==> config.mk <==
export PLATFORM = sky130hd
export DESIGN_NAME = decode_hazard_scoreboard
export DESIGN_NICKNAME = d
export VERILOG_FILES = /design/src/rtl/decode_hazard_scoreboard.sv
export SDC_FILE = /design/constraint.sdc
export NUM_CORES = 1
export LEC_CHECK = 0
export ABC_AREA = 1
export ABC_CLOCK_PERIOD_IN_PS = 2900
export BUFFER_PORTS_ARGS = -buffer_cell sky130_fd_sc_hd__buf_4
export CORE_ASPECT_RATIO = 0.8
export CORE_UTILIZATION = 55
export DETAILED_ROUTE_END_ITERATION = 6
export MAX_ROUTING_LAYER = met4
export PLACE_DENSITY = 0.75
export SLEW_MARGIN = 10
export SYNTH_ARGS = -nofsm -noshare
export SYNTH_HDL_FRONTEND = slang
export SYNTH_SLANG_ARGS = --single-unit
==> constraint.sdc <==
create_clock -name clk -period 2.9 [get_ports clk]
set_input_delay 0.145 -clock clk [delete_from_list [all_inputs] [get_ports clk]]
set_output_delay 0.145 -clock clk [all_outputs]
set_load 0.1 [all_outputs]
==> src/rtl/decode_hazard_scoreboard.sv <==
// decode_hazard_scoreboard
//   Register-dependency scoreboard for the decode stage. Keeps a pending-write
//   counter per architectural register and holds the decoding instruction when
//   it reads a register with an outstanding write, or when its destination
//   counter is already saturated.
//
// Ports
//   clk, reset          : clock, asynchronous active-low reset
//   id_valid            : decode holds a valid instruction
//   id_rs / id_rt       : source register addresses
//   id_uses_rs/rt       : instruction actually reads the matching source
//   id_reg_write/id_dst : instruction writes id_dst
//   wb_reg_write/wb_dst : writeback retires a write to wb_dst this cycle
//   issue_ready, issue  : combinational issue permission / handshake
//   hazard_rs/rt/dst    : combinational stall causes
//   pending_mask        : bit i set while register i has outstanding writes
//   stall_count         : saturating count of stalled cycles
//   underflow_err       : sticky, a retire hit a zero counter
module decode_hazard_scoreboard #(
  parameter int unsigned CNT_W       = 2,
  parameter int unsigned STALL_CNT_W = 16
) (
  input  logic                   clk,
  input  logic                   reset,
  input  logic                   id_valid,
  input  logic [4:0]             id_rs,
  input  logic [4:0]             id_rt,
  input  logic                   id_uses_rs,
  input  logic                   id_uses_rt,
  input  logic                   id_reg_write,
  input  logic [4:0]             id_dst,
  input  logic                   wb_reg_write,
  input  logic [4:0]             wb_dst,
  output logic                   issue_ready,
  output logic                   issue,
  output logic                   hazard_rs,
  output logic                   hazard_rt,
  output logic                   hazard_dst,
  output logic [31:0]            pending_mask,
  output logic [STALL_CNT_W-1:0] stall_count,
  output logic                   underflow_err
);

  localparam logic [CNT_W-1:0]       CntZero  = '0;
  localparam logic [CNT_W-1:0]       CntOne   = CntZero + 1'b1;
  localparam logic [CNT_W-1:0]       CntMax   = '1;
  localparam logic [STALL_CNT_W-1:0] StallOne = {{(STALL_CNT_W-1){1'b0}}, 1'b1};
  localparam logic [STALL_CNT_W-1:0] StallMax = '1;

  logic [CNT_W-1:0]       cnt_q [32];
  logic [CNT_W-1:0]       cnt_d [32];
  logic [STALL_CNT_W-1:0] stall_q, stall_d;
  logic                   underflow_q, underflow_d;
  logic                   inc_en, dec_en, stalled;

  // Hazards look only at registered counts: a retire this cycle does not bypass.
  always_comb begin
    hazard_rs  = id_valid & id_uses_rs & (id_rs != 5'd0) & (cnt_q[id_rs] != CntZero);
    hazard_rt  = id_valid & id_uses_rt & (id_rt != 5'd0) & (cnt_q[id_rt] != CntZero);
    hazard_dst = id_valid & id_reg_write & (id_dst != 5'd0) & (cnt_q[id_dst] == CntMax);
  end

  assign issue_ready = ~(hazard_rs | hazard_rt | hazard_dst);
  assign issue       = id_valid & issue_ready;
  assign stalled     = id_valid & ~issue_ready;
  assign inc_en      = issue & id_reg_write & (id_dst != 5'd0);
  assign dec_en      = wb_reg_write & (wb_dst != 5'd0);

  always_comb begin
    cnt_d       = cnt_q;
    underflow_d = underflow_q;
    // Issue and retire to the same register cancel, even from zero.
    if (!(inc_en && dec_en && (id_dst == wb_dst))) begin
      // Increment cannot wrap: hazard_dst blocks issue at CntMax.
      if (inc_en) cnt_d[id_dst] = cnt_q[id_dst] + CntOne;
      if (dec_en) begin
        if (cnt_q[wb_dst] == CntZero) underflow_d = 1'b1;
        else                          cnt_d[wb_dst] = cnt_q[wb_dst] - CntOne;
      end
    end
    cnt_d[0] = CntZero;
  end

  always_comb begin
    stall_d = stall_q;
    if (stalled && (stall_q != StallMax)) stall_d = stall_q + StallOne;
  end

  always_ff @(posedge clk or negedge reset) begin
    if (!reset) begin
      for (int i = 0; i < 32; i++) cnt_q[i] <= CntZero;
      stall_q     <= '0;
      underflow_q <= 1'b0;
    end else begin
      for (int i = 0; i < 32; i++) cnt_q[i] <= cnt_d[i];
      stall_q     <= stall_d;
      underflow_q <= underflow_d;
    end
  end

  always_comb begin
    for (int i = 0; i < 32; i++) pending_mask[i] = (cnt_q[i] != CntZero);
  end

  assign stall_count   = stall_q;
  assign underflow_err = underflow_q;

endmodule

---- Yosys cells after proc, flatten, opt, wreduce, memory -nomap -nowiden ----
Index checks and enable logic that the tools add are counted.
word-level totals
  output and inout port bits .............. 54
  bits of input ports ..................... 27
  register bits ........................... 79
  logic and storage cells ................. 133
cells by class
  reduce and logical (&&, ||, !) cells .... 44
  eq/ne operators ......................... 3
  bitwise logic cells ..................... 22
  multiplexer cells ....................... 22
  add/sub/neg operators ................... 3
  magnitude comparators ................... 6
operators by type and width
  kind                     count
  $bwmux W64               2
  $mux W64                 2
  $mux W62                 2
  $reduce_bool A2 Y1       33
  $bmux W2 S5              4
  $ge A6 B6 Y1 const B     4
  $not A5 Y6               4
  $demux W2 S5             2
  $mux W2                  10
  $reduce_bool A5 Y1       4
  $add A16 B1 Y16 const B  1
  $ne A16 B16 Y1 const B   1
  $and A1 B1 Y1            14
  $lt A6 B1 Y1 const B     2
  $eq A5 B5 Y1             1
  $logic_and A1 B1 Y1      5
  $reduce_and A3 Y1        1
  $add A2 B1 Y2 const B    1
  $eq A2 B2 Y1 const B     1
  $logic_not A2 Y1         1
  $not A1 Y1               2
  $or A1 B1 Y1             2
  $sub A2 B1 Y2 const B    1

---- Depth between registers and ports, before layout ----
  depth after elaboration ................. 18
  depth in mapped cells ................... 25
  depth with buffers taken out ............ 21

---- Worst setup path before layout ----
No wires, ideal clock.
  path type ............................... input to register
  start ................................... input port id_dst[1]
  end ..................................... register cnt_q[6] (netlist name)
  path buffers ............................ 4
  data required time ...................... 2,783 ps
  stages on the path ...................... 22
  data arrival time ....................... 4,032 ps
  library setup time ...................... 117 ps
  slack ................................... -1,249 ps
  path through ............................ clkbuf_1 nor2_2 inv_1 o21ai_0 o21ai_1 nand2_1 nor2_1 and2_1 clkbuf_1 buf_2 inv_1 ha_1 inv_1 nor2_1 inv_1 nand2_2 nor2_4 buf_2 nand4_1 nand2_1 nand2_1 nand2_1
between the ends
  cells in the longest elaborated chain, start to end .. 16
  elaborated cells on any way between the ends .. 28
  classes of those cells .................. add/sub: 1; order compare: 2; eq/ne: 2; mux: 11; bitwise: 8; reduce/logical: 4
RTL lines
  item                                        line  RTL
  start, declared                             31    input logic [4:0] id_dst,
  $not A5 Y6 (implied by the code)            60    hazard_dst = id_valid & id_reg_write & (id_dst != 5'd0) & (cnt_q[id_dst] == CntMax);
  $bmux W2 S5                                 60
  $mux W2 (implied by the code) (2 in a row)  60
  $eq A2 B2 Y1                                60
  $and A1 B1 Y1 (*)                           60
  net hazard_dst                              38    output logic hazard_dst,
  $or A1 B1 Y1 (*)                            63    assign issue_ready = ~(hazard_rs | hazard_rt | hazard_dst);
  $not A1 Y1 (*)                              63
  net issue_ready                             34    output logic issue_ready,
  $and A1 B1 Y1 (*)                           64    assign issue = id_valid & issue_ready;
  $and A1 B1 Y1 (*) (2 in a row)              66    assign inc_en = issue & id_reg_write & (id_dst != 5'd0);
  $mux W64                                    75    if (inc_en) cnt_d[id_dst] = cnt_q[id_dst] + CntOne;
  $mux W64                                    73    if (!(inc_en && dec_en && (id_dst == wb_dst))) begin
  $bwmux W64                                  78    else cnt_d[wb_dst] = cnt_q[wb_dst] - CntOne;
  $mux W62                                    77    if (cnt_q[wb_dst] == CntZero) underflow_d = 1'b1;
  $mux W62                                    76    if (dec_en) begin
  end, declared                               50    logic [CNT_W-1:0] cnt_q [32];
The timed path passes the listed nets; every way through them passes the cells marked *. The select of a mux whose other input is x is not followed.
A chain may end at the register's enable or synchronous reset.

---- Final worst setup path ----
  start ................................... register cnt_q[21] (netlist name)
  end ..................................... output port issue
between the ends
  cells in the longest elaborated chain, start to end .. 9
  elaborated cells on any way between the ends .. 19
  classes of those cells .................. eq/ne: 1; mux: 9; bitwise: 7; reduce/logical: 2
RTL lines
  item                                            line    RTL
  $bmux W2 S5, on equally long branches           58, 59
  $mux W2, on equally long branches (2 in a row)  58, 59
  $reduce_bool A2 Y1, on equally long branches    58, 59
  $and A1 B1 Y1, on equally long branches         58, 59
  $or A1 B1 Y1                                    63
  $or A1 B1 Y1 (*)                                63
  $not A1 Y1 (*)                                  63
  $and A1 B1 Y1 (*)                               64
  end, declared                                   35      output logic issue,
Mark *: on every way between the ends. The rest lies on a longest branch, timed or not. The select of a mux whose other input is x is not followed.

==> metrics.md <==
| Metric | Value |
|---|---|
| Status | `complete, no violations` |
| Nets | `1576` |
| Hold Crit Class | `in2reg` |
| Setup-failing EPs final | `0` |
| Std cell rows | `38` |
| Final instance area | `9754 um^2` |
| Initial antenna violation count | `0` |
| Placed Cells | `1705` |
| Total GRT Usage | `0.4320` |
| Worst R2R Start | `cnt_q[21]` |
| CP max FO | `4` |
| Clock latency on the worst-skew pair | `0.36 ns` |
| Number of DRC markers in iteration 0 | `1403` |
| Largest net degree at the start of global routing | `65` |
| CP max stage delay | `0.43 ns` |
| Post-synthesis register bit count | `79` |
| Tightest Pin Transition | `0.9314 ns` |
| Port bufs | `79` |
| Full die area | `14950 um^2` |
| Unrepaired setup endpoints after global routing | `true` |
| Fill cells | `1283` |
| Vias in the first global route | `8856` |
| Final Skew | `0.01104 ns` |
| CTS clock-pin slew for the worst setup and hold paths | `0.07 ns` |
| Pre-CTS WS | `-0.04433 ns` |
| DR WL/cell | `17.86 um` |
| Avg Cell Area, Syn | `5.565 um^2` |
| Power Dens Cells | `941.5 nW/um^2` |
| Distinct cells, synth | `40` |
| Longest Clk Path Bufs | `2` |
| Critical Path Start Type | `flip-flop` |
| Buf+Inv Stages, Crit Path | `5` |
| Max-cap violations | `0` |
| Worst Hold End | `underflow_err` |
| Worst hold start | `wb_reg_write` |
| WHS Path Cells | `5` |
| Post-synth top flop | `dfrtp_1` |
| Fmax | `359.2 MHz` |
| Hpwl dp | `22260 um` |
| Setup WS post-layout | `0.1159 ns` |
| R2R cell count | `18` |
| CP delay by family, top | `compound AO/OA/AOI/OAI gates` |
| Io pins | `81` |
| Sum Neg Setup Slack | `0 ns` |
| DRC | `0` |
| Final Critical Period | `2.784 ns` |
| Placer congestion estimate | `1.124` |
| Critical path required time | `2.76 ns` |
| Relative slew slack | `0.3791` |
| Initial Util | `0.5748` |
| Pre-antenna DRT Iters | `6` |
| Number of synthesized flops with an enable pin | `0` |
| Cell breakdown of the critical path | `inv_1 > o22ai_1 > o21ai_1 > o21ai_0 > a221oi_1 > nand4_1 > ha_1 > inv_2 > nor2_4 > inv_2 > nand2_2 > inv_2 > nand2_2 > nor2_4 > buf_8` |
| Worst EP arrival | `2.64 ns` |
| Routed Antenna Nets | `0` |
| Diode count | `0` |
| Grt ovf | `0` |
| Die H | `109.6 um` |
| Synth Warn # | `0` |
| Syn nets | `1459` |
| R2R Setup Slk | `0.13 ns` |
| Synth Instances | `1429` |
| DP Area | `9259 um^2` |
| Post-Syn Area | `7953 um^2` |
| Sequential share of the synthesized area | `0.2486` |
| Final Hold Vio Count | `0` |
| Avg Vias per Cell | `5.801` |
| Post-Route WL | `30920 um` |
| CP most frequent cell | `inv_2` |
| Most frequent cells in the layout | `544 x nand2_1, 196 x inv_1, 186 x nor2_1` |
| CP max stage cell | `dfrtp_2` |
| Final Slew Violations | `0` |
| WS Path Type | `reg2out` |
| H-Tree Depth | `3` |
| Vias | `10041` |
| Chip Width | `136.4 um` |
| CTS buffer count | `9` |
| First-pass GRT wire length | `47530 um` |
| Layout area overhead | `22.66%` |
| Max VDD drop | `1725 uV` |
| Ys async rst share | `1.000` |
| Worst r2r dst | `cnt_q[5]` |
| Total leakage power | `0.005381 uW` |
| Clock Tree Root | `clkbuf_16` |
| Core area | `13840 um^2` |
| Worst setup EP type | `output pin` |
| Clock sinks | `79` |
| CTS tree | `built` |
| Most common library cell in the layout ignoring fill and taps | `nand2_1` |
| Non-filler instance count after layout | `1731` |
| Final period util | `0.9600` |
| Layout cells sized above 1 | `0.1528` |
==> worst register-to-register path: stages, from the launching register on <==
cell and delay, ns:
dfrtp_2 0.43, inv_1 0.10, o22ai_1 0.09, o21ai_1 0.23, o21ai_0 0.12, a221oi_1 0.22
nand4_1 0.15, ha_1 0.21, inv_2 0.08, nor2_4 0.04, inv_2 0.05, nand2_2 0.06
nor2_4 0.16, buf_6 0.16, bufbuf_16 0.31, nand4_1 0.10, nand2_1 0.07, nand2_1 0.05
nand2_1 0.08
==> cells by family after synthesis <==
logic type | synth area share
flip-flops | 0.2486
other | 0.0004715
adder cells (fa/ha/maj) | 0.004720
buffers and inverters | 0.1418
AND/OR/NAND/NOR | 0.5020
AO/OA/AOI/OAI | 0.08260
XOR/XNOR | 0.01982
==> metrics by stage <==
step / utilization / hold slack, ns / total power, uW
2_1_floorplan: - / -0.1506 / 5932
3_3_place_gp: 0.6692 / 0.3298 / 7550
3_5_place_dp: 0.6692 / 0.3297 / 7594
4_1_cts: 0.6968 / 0.3092 / 8914
5_1_grt: 0.7050 / 0.3546 / 9494
6_report: 0.7050 / 0.3376 / 9184
==> report_power, final <==
part	switching (uW)	leakage, uW	internal, uW
Combinational	4620	0.00420	1340
Sequential	437	0.00102	1500
Clock	530	0.000157	762
Total	5580	0.00538	3600
==> synth_stat cells (all sizes together), types with 2 or more instances <==
cell    number  area (um^2)
buf         44        245.2
nand3b       2        18.77
inv        211        792.0
xor2        16        140.1
a21oi        6        30.03
a22oi       18        135.1
dfrtp       79         1977
o221ai      19        166.4
o22ai       15        93.84
or2          2        12.51
o311ai       2        17.52
nand4       93        594.3
nor2       207        799.5
nor3        23        115.1
xnor2        2        17.52
a22o         3        26.28
nand3       71        360.3
nor4         3        18.77
a221oi       3        26.28
ha           3        37.54
nand2      550         2067
clkbuf      23        86.33
o21ai       29        145.1
==> state kept, by name, summed over array words and instances (netlist names) <==
| register | flops |
|---|---|
| cnt_q | 62 |
| stall_count | 16 |
| underflow_err | 1 |
==> metal layers <==
layer	up-vias	part of all wire	global-route usage
met2	784	0.40	0.6015
li1	4749	-	-
met4	0	0.029	0.1460
met3	94	0.16	0.1291
met5	-	0	-
met1	4414	0.41	0.5896
==> area by class of cell <==
cell class,count,area (um^2),area share
multi-input cells,1071,4935,0.5059
clock buffers,10,229.0,0.02347
well taps,180,225.2,0.02309
inverters,212,795.8,0.08158
repair buffers,173,1495,0.1533
clock inverters,6,95.09,0.009749
flip-flops and latches,79,1979,0.2029
==> worst max-delay path by stage <==
stage	from	to	slack, ns	cells past startpoint
finish	cnt_q[21]	issue	0.12	15
floorplan	id_dst[1]	cnt_q[44]	0.008	23
detailed placement	id_dst[0]	cnt_q[35]	-0.04	20
global placement	id_dst[0]	cnt_q[55]	-0.006	20
CTS	cnt_q[17]	issue	0.03	15
global route	cnt_q[23]	cnt_q[14]	-0.02	18
==> timing repair <==
item | 4_1_cts | 5_1_grt
hold buffers | 1 | 0
endpoints found under the hold margin | 62 | 0
endpoints found under the setup margin | 2 | 64
gates cloned | 1 | 1
pin swaps | 1 | 3
gates resized for setup | 4 | 21
buffers inserted | 1 | 6
Power figures use the tool's default switching activity.
